## src/rtl/alu_arbiter.sv

```systemverilog
// Round-robin arbiter that shares one combinational ALU between two requesters.
// Optional macro ALU_ARB_OPCHK_EN rejects the reserved op 2'b11 and flags it on rsp*_err.
module alu_arbiter #(
  parameter int DATA_W = 8,
  parameter int RES_W  = 16
) (
  input  logic              clk,
  input  logic              rst_n,
  input  logic              req0_valid,
  output logic              req0_ready,
  input  logic [DATA_W-1:0] req0_a,
  input  logic [DATA_W-1:0] req0_b,
  input  logic [1:0]        req0_op,
  output logic              rsp0_valid,
  input  logic              rsp0_ready,
  output logic [RES_W-1:0]  rsp0_data,
  input  logic              req1_valid,
  output logic              req1_ready,
  input  logic [DATA_W-1:0] req1_a,
  input  logic [DATA_W-1:0] req1_b,
  input  logic [1:0]        req1_op,
  output logic              rsp1_valid,
  input  logic              rsp1_ready,
  output logic [RES_W-1:0]  rsp1_data,
`ifdef ALU_ARB_OPCHK_EN
  output logic              rsp0_err,
  output logic              rsp1_err,
`endif
  output logic [DATA_W-1:0] alu_in_one,
  output logic [DATA_W-1:0] alu_in_two,
  output logic [1:0]        alu_op,
  input  logic [RES_W-1:0]  alu_out
);

  localparam logic [1:0] IDLE = 2'd0;
  localparam logic [1:0] EXEC = 2'd1;
  localparam logic [1:0] RESP = 2'd2;

  logic [1:0]        state;
  logic              grant;
  logic              last_grant;
  logic [DATA_W-1:0] op_a_p0;
  logic [DATA_W-1:0] op_b_p0;
  logic [1:0]        op_c_p0;
  logic [RES_W-1:0]  res_p1;
  logic              win0;
  logic              win1;
  logic              hs0;
  logic              hs1;
  logic [DATA_W-1:0] sel_a;
  logic [DATA_W-1:0] sel_b;
  logic [1:0]        sel_op;
  logic              rsp_take;
`ifdef ALU_ARB_OPCHK_EN
  logic              err_p0;
`endif

  // A lone requester always wins; on a tie the one not granted last time wins.
  assign win0 = req0_valid && (!req1_valid || last_grant);
  assign win1 = req1_valid && (!req0_valid || !last_grant);

  assign req0_ready = (state == IDLE) && win0;
  assign req1_ready = (state == IDLE) && win1;
  assign hs0        = req0_valid && req0_ready;
  assign hs1        = req1_valid && req1_ready;

  assign sel_a  = hs1 ? req1_a  : req0_a;
  assign sel_b  = hs1 ? req1_b  : req0_b;
  assign sel_op = hs1 ? req1_op : req0_op;

  assign alu_in_one = op_a_p0;
  assign alu_in_two = op_b_p0;
  assign alu_op     = op_c_p0;

  assign rsp0_valid = (state == RESP) && !grant;
  assign rsp1_valid = (state == RESP) &&  grant;
  assign rsp0_data  = grant ? '0 : res_p1;
  assign rsp1_data  = grant ? res_p1 : '0;
  assign rsp_take   = grant ? rsp1_ready : rsp0_ready;

`ifdef ALU_ARB_OPCHK_EN
  assign rsp0_err = rsp0_valid && err_p0;
  assign rsp1_err = rsp1_valid && err_p0;
`endif

  always_ff @(posedge clk) begin
    if (!rst_n) begin
      state      <= IDLE;
      grant      <= 1'b0;
      last_grant <= 1'b1;
      op_a_p0    <= '0;
      op_b_p0    <= '0;
      op_c_p0    <= '0;
      res_p1     <= '0;
`ifdef ALU_ARB_OPCHK_EN
      err_p0     <= 1'b0;
`endif
    end else begin
      case (state)
        // p0: capture the winning request into the operand registers
        IDLE: begin
          if (hs0 || hs1) begin
            grant      <= hs1;
            last_grant <= hs1;
            state      <= EXEC;
`ifdef ALU_ARB_OPCHK_EN
            err_p0     <= (sel_op == 2'b11);
            if (sel_op != 2'b11) begin
              op_a_p0 <= sel_a;
              op_b_p0 <= sel_b;
              op_c_p0 <= sel_op;
            end
`else
            op_a_p0    <= sel_a;
            op_b_p0    <= sel_b;
            op_c_p0    <= sel_op;
`endif
          end
        end
        // p1: sample the ALU result
        EXEC: begin
`ifdef ALU_ARB_OPCHK_EN
          res_p1 <= err_p0 ? '0 : alu_out;
`else
          res_p1 <= alu_out;
`endif
          state  <= RESP;
        end
        RESP: begin
          if (rsp_take) state <= IDLE;
        end
        default: state <= IDLE;
      endcase
    end
  end

endmodule

```

## config.mk

```make
export PLATFORM = sky130hd
export DESIGN_NAME = alu_arbiter
export DESIGN_NICKNAME = d
export VERILOG_FILES = /design/src/rtl/alu_arbiter.sv
export SDC_FILE = /design/constraint.sdc
export NUM_CORES = 1
export LEC_CHECK = 0
export ABC_AREA = 1
export ABC_CLOCK_PERIOD_IN_PS = 2700
export CAP_MARGIN = 20
export CORE_MARGIN = 5
export CORE_UTILIZATION = 41
export CTS_CLUSTER_DIAMETER = 60
export CTS_CLUSTER_SIZE = 14
export DETAILED_ROUTE_END_ITERATION = 7
export PLACE_DENSITY = 0.83
export SETUP_SLACK_MARGIN = 0.02
export SYNTH_ARGS = -nofsm -noshare
export SYNTH_HDL_FRONTEND = slang
export SYNTH_SLANG_ARGS = --single-unit
```

## constraint.sdc

```tcl
create_clock -name clk -period 2.7 [get_ports clk]
set_clock_uncertainty 0.1 [all_clocks]
set_input_delay 0.81 -clock clk [delete_from_list [all_inputs] [get_ports clk]]
set_output_delay 0.81 -clock clk [all_outputs]
set_load 0.01 [all_outputs]
```

Word-level counts from Yosys, hierarchy flattened
Index checks and enable logic that the tools add are counted.
{"block": "word_totals", "regBits": 38, "in_bits": 58, "output_inout_bits": 54, "elab_cells": 38}
{"block": "op_classes", "n_eq_ne": 4, "muxes": 9, "reduce_logical": 18}
{"op": "2-to-1 mux 16 bit", "count": 2}
{"op": "2-to-1 mux 8 bit", "count": 2}
{"op": "logical AND 1 bit", "count": 8}
{"op": "2-to-1 mux 2 bit", "count": 3}
{"op": "case mux 2 bit (3 select lines)", "count": 1}
{"op": "logical NOT 1 bit", "count": 4}
{"op": "AND reduction 2 bit", "count": 2}
{"op": "logical OR 1 bit", "count": 3}
{"op": "equality test 2 x 1 -> 1 bit, second input constant", "count": 1}
{"op": "equality test 2 bit, second input constant", "count": 1}
{"op": "logical NOT 2 bit", "count": 1}
{"op": "!= test 2 x 1 -> 1 bit, second input constant", "count": 1}
{"op": "!= test 2 bit, second input constant", "count": 1}
{"op": "2-to-1 mux 1 bit", "count": 1}

Longest topological paths before layout
Gate-level depths: netlist of run 1.
{"block": "depth", "word_depth": 8, "ltp_mapped": 8}

Worst setup path after synthesis of run 1
Ideal clock, no wire load.
{"block": "synth_path", "kind": "in2out", "from": "input req1_valid", "to": "output req0_ready", "t_arrival_ns": 1.476, "t_required_ns": 1.790, "setup_slack_ns": 0.314, "cell_stages": 5, "path_buffers": 2, "cell_sequence": "buf_4 buf_4 inv_1 o21ai_0 nor3_1"}
{"block": "synth_between", "elab_chain_len": 4}
{"item": "from (decl)", "line": "17", "rtl": "input logic req1_valid,"}
{"item": "logical NOT 1 bit", "line": "59", "rtl": "assign win0 = req0_valid && (!req1_valid || last_grant);"}
{"item": "logical OR 1 bit", "line": "59"}
{"item": "logical AND 1 bit", "line": "59"}
{"item": "logical AND 1 bit", "line": "62", "rtl": "assign req0_ready = (state == IDLE) && win0;"}
{"item": "to (decl)", "line": "10", "rtl": "output logic req0_ready,"}
Every way passes these cells.

Final worst setup path of run 1
{"block": "layout_path", "from": "register grant", "to": "output rsp1_valid"}
{"block": "layout_between", "elab_chain_len": 1}
{"item": "from (decl)", "line": "40", "rtl": "logic grant;"}
{"item": "from (signal assigned)", "line": "103", "rtl": "grant <= hs1;"}
{"item": "logical AND 1 bit", "line": "76", "rtl": "assign rsp1_valid = (state == RESP) && grant;"}
{"item": "to (decl)", "line": "22", "rtl": "output logic rsp1_valid,"}
Every way passes these cells.

==> impl_metrics.sql, run 1 <==
INSERT INTO impl_metrics (metric_group, metric, value, unit) VALUES
('final_layout', 'n_antenna_cell', '0', ''),
('final_layout', 'finalNetCount', '470', ''),
('global_routing', 'grt_pass1_wl', '9380', 'microns'),
('cts', 'cts.sink_count', '38', ''),
('worst_setup_path', 'setup.reg_to_reg.worst_slack', '1.06', 'ns'),
('cts', 'ctsLongestPathBuffers', '2', ''),
('floorplanning', 'boundaryPins', '112', ''),
('pwr', 'power.total', '1570', 'uW'),
('sta', 'rsz0062_at_grt', 'no', ''),
('synthesis', 'combinational_family_with_the_most_area_after_synthesis', 'simple AND/OR/NAND/NOR gates', ''),
('cts', 'h-tree-depth', '2', ''),
('cts', 'cts_hold_buf', '0', ''),
('placement', 'hpwlAfterDp', '4390', 'microns'),
('detailed_routing', 'first_pass_iters', '4', ''),
('synthesis', 'syn_nets', '364', ''),
('worst_setup_path', 'worstPathRequired', '1.79', 'ns'),
('synthesis', 'synthMuxAreaShare', '0', '%'),
('hold_path', 'whs_endpoint', 'res_p1[12]$_SDFFE_PN0N_', ''),
('sta', 'setup_slack', '0.176', 'ns'),
('synthesis', 'synth_compound_gate_area_share', '13.9', '%'),
('pwr', 'power.share.switching', '30.2', '%'),
('synthesis', 'synthesis.area', '1970', 'sq um'),
('worst_setup_path', 'crit_type', 'reg -> out', ''),
('global_routing', 'global_route.usage.total', '18.6', '%'),
('floorplanning', 'chipHeight', '79.4', 'microns'),
('sta', 'hold_viol', '0', ''),
('detailed_routing', 'ant_nets', '0', ''),
('hold_path', 'timing.hold.worst.start', 'res_p1[12]$_SDFFE_PN0N_', ''),
('worst_setup_path', 'regToRegStartpoint', 'state[0]$_SDFFE_PN0P_', ''),
('synthesis', 'yosys_most_used_dff', 'dfxtp_1', ''),
('sta', 'period_needed', '2.52', 'ns'),
('detailed_routing', 'drt-wirelength-per-cell', '12.5', 'microns'),
('sta', 'tns', '0', 'ns'),
('pwr', 'power.share.combinational', '33.7', '%'),
('floorplanning', 'core_area', '4690', 'sq um'),
('run', 'max_cap_viol_count', '0', ''),
('synthesis', 'xor_xnor_cell_area_share_of_the_yosys_netlist', '0', '%'),
('hold_path', 'holdPathStages', '2', ''),
('synthesis', 'total_of_flip_flops_plus_latches_after_synthesis', '38', ''),
('floorplanning', 'num_rows', '25', ''),
('floorplanning', 'die_area', '6300', 'sq um'),
('cts', 'cts-buffers-inserted', '5', ''),
('synthesis', 'syn-mean-instance-area', '6.45', 'sq um'),
('hold_path', 'holdCritPathClass', 'reg -> reg', ''),
('cts', 'clock_tree_from_tritoncts', 'yes', ''),
('synthesis', 'yosysWarningCount', '0', ''),
('pwr', 'leakage', '0.00154', 'uW'),
('synthesis', 'synth.yosys.seq_area_share', '38.5', '%'),
('cts', 'cts.repair_timing.setup_buffer_count', '0', ''),
('worst_setup_path', 'worstRegToRegCells', '3', ''),
('floorplanning', 'initial_utilization', '42.1', '%'),
('pwr', 'worst_ir_drop_vdd', '0.000246', 'V'),
('floorplanning', 'die-width', '79.4', 'microns'),
('synthesis', 'synth-edff-count', '0', ''),
('synthesis', 'synth_commonest_cells', 'inv_1, nand2_1, dfxtp_1, a21oi_1', ''),
('worst_setup_path', 'critical_path_arrival', '1.61', 'ns'),
('worst_setup_path', 'worstSetupStartpointType', 'register', ''),
('synthesis', 'yosys-top-cells-area', 'dfxtp_1, inv_1, nand2_1, a21oi_1, nand4_1', ''),
('global_routing', 'antenna_found_initial', '0', ''),
('final_layout', 'area_delta_synth_final', '60.8', '%'),
('outcome', 'result_of_the_run', 'complete, no violations', ''),
('sta', 'final-setup-viol-count', '0', ''),
('detailed_routing', 'dr.first_iter.drc_count', '53', ''),
('pwr', 'seqPwrFrac', '42.1', '%'),
('global_routing', 'largest_net_degree_at_the_start_of_global_routing', '36', ''),
('pwr', 'p_int', '1100', 'uW'),
('detailed_routing', 'drc', '0', ''),
('sta', 'worst_slew_margin', '41.4', '%'),
('sta', 'timing_worst_slew_pin_value', '0.878', 'ns'),
('pwr', 'power_frac_clock', '24.1', '%'),
('synthesis', 'post-synth-top-area-fraction', '38.5', '%');
[per-stage QoR]
stage / hold WS, ns / instance area (sq um) / instances / util [%]
finish: 0.367 / 3180 / 465 / 67.7
global route: 0.394 / 3180 / 465 / 67.7
CTS: 0.366 / 3170 / 465 / 67.6
detailed placement: 0.354 / 3090 / 459 / 65.9
global placement: 0.348 / 3090 / 459 / 65.9
floorplan: 0.344 / 1970 / 306 / -
[power groups by stage]
stage	Sequential (uW)	Clock, uW	Combinational, uW
final	661	379	529
after global routing	670	421	585
after CTS	661	394	533
after detailed placement	673	0	534
after global placement	670	0	523
after floorplan	685	0	257
[sequential cells by signal, indices dropped and copies added (netlist names)]
signal      count
alu_in_one      8
alu_in_two      8
alu_op          2
grant           1
last_grant      1
res_p1         16
state           2
[critical path, stage by stage (launching register included)]
cell             delay [ns]
dfxtp_1                0.34
buf_6                  0.25
inv_1                  0.09
nor2_1                 0.11
clkdlybuf4s50_1        0.54
[cells by family after synthesis]
kind of cell	after synthesis
flops	38
buf+inv	95
simple gates	119
compound gates	54
[cell usage in the layout (no fill, tap or decap), drive strengths merged]
cell type      count
nor2              21
nand2             58
clkdlybuf4s15      1
dlygate4sd2        3
dfxtp             38
nand3             21
a21oi             36
o21ai             18
clkdlybuf4s50    107
nor3               1
clkbuf             6
buf                8
nand4             18
inv               75
[layer usage]
metal	wire length (microns)	GRT usage [%]
met5	0	0
met4	71	4.64
met3	466	6.21
met2	2750	31.9
met1	2500	22.4
[repair_timing]
item,CTS,global route
endpoints found under the setup margin,2,1
endpoints found under the hold margin,0,0
resized for setup,6,1
[worst max path at each step]
| stage | start | endpoint | slack (ns) | cells past startpoint |
|---|---|---|---|---|
| finish | grant$_SDFFE_PN0P_ | rsp1_valid | 0.18 | 4 |
| global route | grant$_SDFFE_PN0P_ | rsp1_valid | 0.05 | 4 |
| CTS | grant$_SDFFE_PN0P_ | rsp1_valid | 0.08 | 4 |
| detailed placement | req0_valid | req0_ready | -0.39 | 4 |
| global placement | req0_valid | req0_ready | -0.38 | 4 |
| floorplan | req1_valid | req0_ready | 0.31 | 5 |
[area by class of cell]
class / instances / area (sq um) / share of cell area (%)
clock buffers: 6 / 82.6 / 2.60
inverters: 75 / 282 / 8.87
multi-input cells: 173 / 811 / 25.5
flip-flops and latches: 38 / 761 / 24.0
well taps: 54 / 67.6 / 2.13
repair buffers: 119 / 1170 / 36.9
Note: power is estimated with default switching activity, not from simulation.
==> inputs of run 2 (changes only) <==
Settings changed: ABC_CLOCK_PERIOD_IN_PS 2700 to 2900, CORE_UTILIZATION 41 to 38, PLACE_DENSITY 0.83 to 0.78.
Clock period 2.7 ns to 2.9 ns, I/O delays scaled along.
==> run 2 against run 1 <==
Setup slack better by 0.087 ns; global-route usage down 1.1 points; combinational power fell by 7.8%; utilization down 4.4 points; sequential share of layout area is 0.25 points lower; critical path type unchanged; critical endpoint unchanged; largest power group unchanged.
==> impl_metrics.sql, run 2 (synthesized netlist as in run 1, its figures left out) <==
INSERT INTO impl_metrics (metric_group, metric, value, unit) VALUES
('outcome', 'result_of_the_run', 'complete, no violations', ''),
('hold_path', 'holdPathStages', '2', ''),
('sta', 'worst_slew_margin', '41.4', '%'),
('sta', 'timing_worst_slew_pin_value', '0.876', 'ns'),
('hold_path', 'timing.hold.worst.start', 'grant$_SDFFE_PN0P_', ''),
('cts', 'cts.clk_slew.worst_paths', '0.07', 'ns'),
('pwr', 'worst_ir_drop_vdd', '0.000250', 'V'),
('global_routing', 'via_count_of_the_first_global_routing_pass', '2023', ''),
('detailed_routing', 'first_pass_iters', '4', ''),
('sta', 'post-route-period-util', '91.0', '%'),
('cts', 'clock_tree_from_tritoncts', 'yes', ''),
('hold_path', 'holdCritPathClass', 'reg -> reg', ''),
('final_layout', 'most-common-layout-cells', 'clkdlybuf4s50_1, inv_1, nand2_1, dfxtp_1, a21oi_1', ''),
('cts', 'cts-buffers-inserted', '5', ''),
('final_layout', 'n_antenna_cell', '0', ''),
('pwr', 'p_switching', '452', 'uW'),
('detailed_routing', 'drt-wirelength-per-cell', '11.8', 'microns'),
('pwr', 'power.total', '1480', 'uW'),
('worst_setup_path', 'worstPathRequired', '1.93', 'ns'),
('placement', 'count_of_buffers_inserted_at_the_top_level_ports', '111', ''),
('worst_setup_path', 'worstReg2RegEnd', 'res_p1[3]$_SDFFE_PN0N_', ''),
('cts', 'insertion_delay', '0.28', 'ns'),
('detailed_routing', 'drc', '0', ''),
('floorplanning', 'die-width', '82.1', 'microns'),
('worst_setup_path', 'timing.critical_path.to_type', 'output port', ''),
('sta', 'hold_viol', '0', ''),
('floorplanning', 'initial_utilization', '38.9', '%'),
('cts', 'ctsLongestPathBuffers', '2', ''),
('global_routing', 'grt_pass1_wl', '9270', 'microns'),
('global_routing', 'remaining_global_route_overflow', '0', ''),
('cts', 'clock_tree.root_cell', 'clkbuf_8', ''),
('cts', 'h-tree-depth', '2', ''),
('final_layout', 'fill_cells', '499', ''),
('placement', 'place.gp.congestion', '0.766', ''),
('final_layout', 'finalNonFillerCells', '484', ''),
('pwr', 'leakage', '0.00156', 'uW'),
('sta', 'final_max_slew_viol_count', '0', ''),
('cts', 'cts.repair_timing.setup_buffer_count', '0', ''),
('final_layout', 'layout_commonest_cell', 'clkdlybuf4s50_1', ''),
('worst_setup_path', 'regToRegStartpoint', 'state[0]$_SDFFE_PN0P_', ''),
('pwr', 'power.share.combinational', '33.0', '%'),
('detailed_routing', 'dr.first_iter.drc_count', '69', ''),
('detailed_routing', 'routed_wl', '5730', 'microns'),
('global_routing', 'largest_net_degree_at_the_start_of_global_routing', '36', ''),
('pwr', 'cellPowerDensity', '461', 'nW/um^2'),
('detailed_routing', 'ant_nets', '0', ''),
('floorplanning', 'core_area', '5070', 'sq um'),
('placement', 'hpwlAfterDp', '4410', 'microns'),
('placement', 'pre_cts_slack', '-0.299', 'ns'),
('run', 'max_cap_viol_count', '0', ''),
('floorplanning', 'chipHeight', '82.1', 'microns'),
('worst_setup_path', 'timing.critical_path.fanout_max', '35', ''),
('global_routing', 'antenna_found_initial', '0', ''),
('final_layout', 'finalNetCount', '471', ''),
('final_layout', 'register_with_the_most_flip_flops', 'res_p1', ''),
('sta', 'rsz0062_at_grt', 'no', ''),
('global_routing', 'global_route.usage.total', '17.5', '%'),
('worst_setup_path', 'crit_type', 'reg -> out', ''),
('sta', 'setup_slack', '0.262', 'ns'),
('sta', 'period_needed', '2.64', 'ns'),
('pwr', 'power_frac_clock', '25.4', '%'),
('worst_setup_path', 'worstSetupStartpointType', 'register', ''),
('placement', 'post-place-cells', '476', ''),
('hold_path', 'whs_endpoint', 'grant$_SDFFE_PN0P_', ''),
('pwr', 'p_int', '1030', 'uW'),
('floorplanning', 'num_rows', '26', ''),
('pwr', 'power.share.switching', '30.5', '%'),
('detailed_routing', 'avgViaCountPerCell', '4.53', ''),
('floorplanning', 'die_area', '6740', 'sq um'),
('worst_setup_path', 'worstRegToRegCells', '3', ''),
('final_layout', 'final_layout_size_suffix_gt1_share', '5.56', '%'),
('sta', 'final-setup-viol-count', '0', ''),
('detailed_routing', 'via_count', '2192', ''),
('worst_setup_path', 'critical_path_arrival', '1.67', 'ns'),
('sta', 'whs', '0.361', 'ns'),
('final_layout', 'area_delta_synth_final', '62.5', '%'),
('pwr', 'seqPwrFrac', '41.6', '%'),
('cts', 'cts.sink_count', '38', ''),
('final_layout', 'largest_register_ffs', '16', ''),
('floorplanning', 'boundaryPins', '112', ''),
('sta', 'max_clock_freq', '0.379', 'GHz'),
('worst_setup_path', 'setup.reg_to_reg.worst_slack', '1.23', 'ns');
==> run 2: stage by stage <==
step,area (sq um),setup TNS (ns),utilization (%)
3_5_place_dp,3120,-0.485,61.5
2_1_floorplan,1970,0,-
4_1_cts,3210,0,63.3
3_3_place_gp,3120,-0.467,61.5
5_1_grt,3210,0,63.2
6_report,3210,0,63.2
==> run 2: what timing repair did <==
action,4_1_cts,5_1_grt
gates resized for setup,5,2
hold buffers,0,0
endpoints found under the setup margin,2,2
endpoints found under the hold margin,0,0
==> run 2: metal layers <==
layer	vias up	wire length [microns]	track usage, %
li1	1150	-	-
met1	959	2460	20.1
met2	79	2690	31.1
met3	4	532	6.25
met4	0	42	3.82
met5	-	0	0
==> run 2: area by class of cell <==
type	instances	area [sq um]	share of cell area, %
Inverter	75	282	8.77
Sequential cell	38	761	23.7
Timing Repair Buffer	120	1170	36.6
Tap cell	70	87.6	2.73
Clock buffer	6	82.6	2.57
Multi-Input combinational cell	173	811	25.3
Clock inverter	2	12.5	0.390
==> run 2: power groups by stage <==
| stage | logic [uW] | registers [uW] | clock network, uW |
|---|---|---|---|
| 4_1_cts | 495 | 616 | 393 |
| 2_1_floorplan | 239 | 638 | 0 |
| 3_5_place_dp | 496 | 627 | 0 |
| 5_1_grt | 546 | 624 | 415 |
| 3_3_place_gp | 489 | 625 | 0 |
| 6_report | 488 | 616 | 376 |
==> run 2: how the worst max path moves through the flow <==
stage	start	endpoint	slack [ns]	cells past startpoint
2_1_floorplan	req1_valid	req0_ready	0.39	5
3_3_place_gp	req1_valid	req0_ready	-0.30	5
3_5_place_dp	req1_valid	req0_ready	-0.30	5
4_1_cts	req0_valid	req0_ready	0.02	4
5_1_grt	grant$_SDFFE_PN0P_	rsp1_valid	0.10	4
6_report	grant$_SDFFE_PN0P_	rsp1_valid	0.26	4
==> run 2: worst max-delay path, stage by stage, from the launching register on <==
cell             delay (ns)
dfxtp_1                0.33
buf_4                  0.31
inv_1                  0.10
nor2_1                 0.11
clkdlybuf4s50_1        0.53
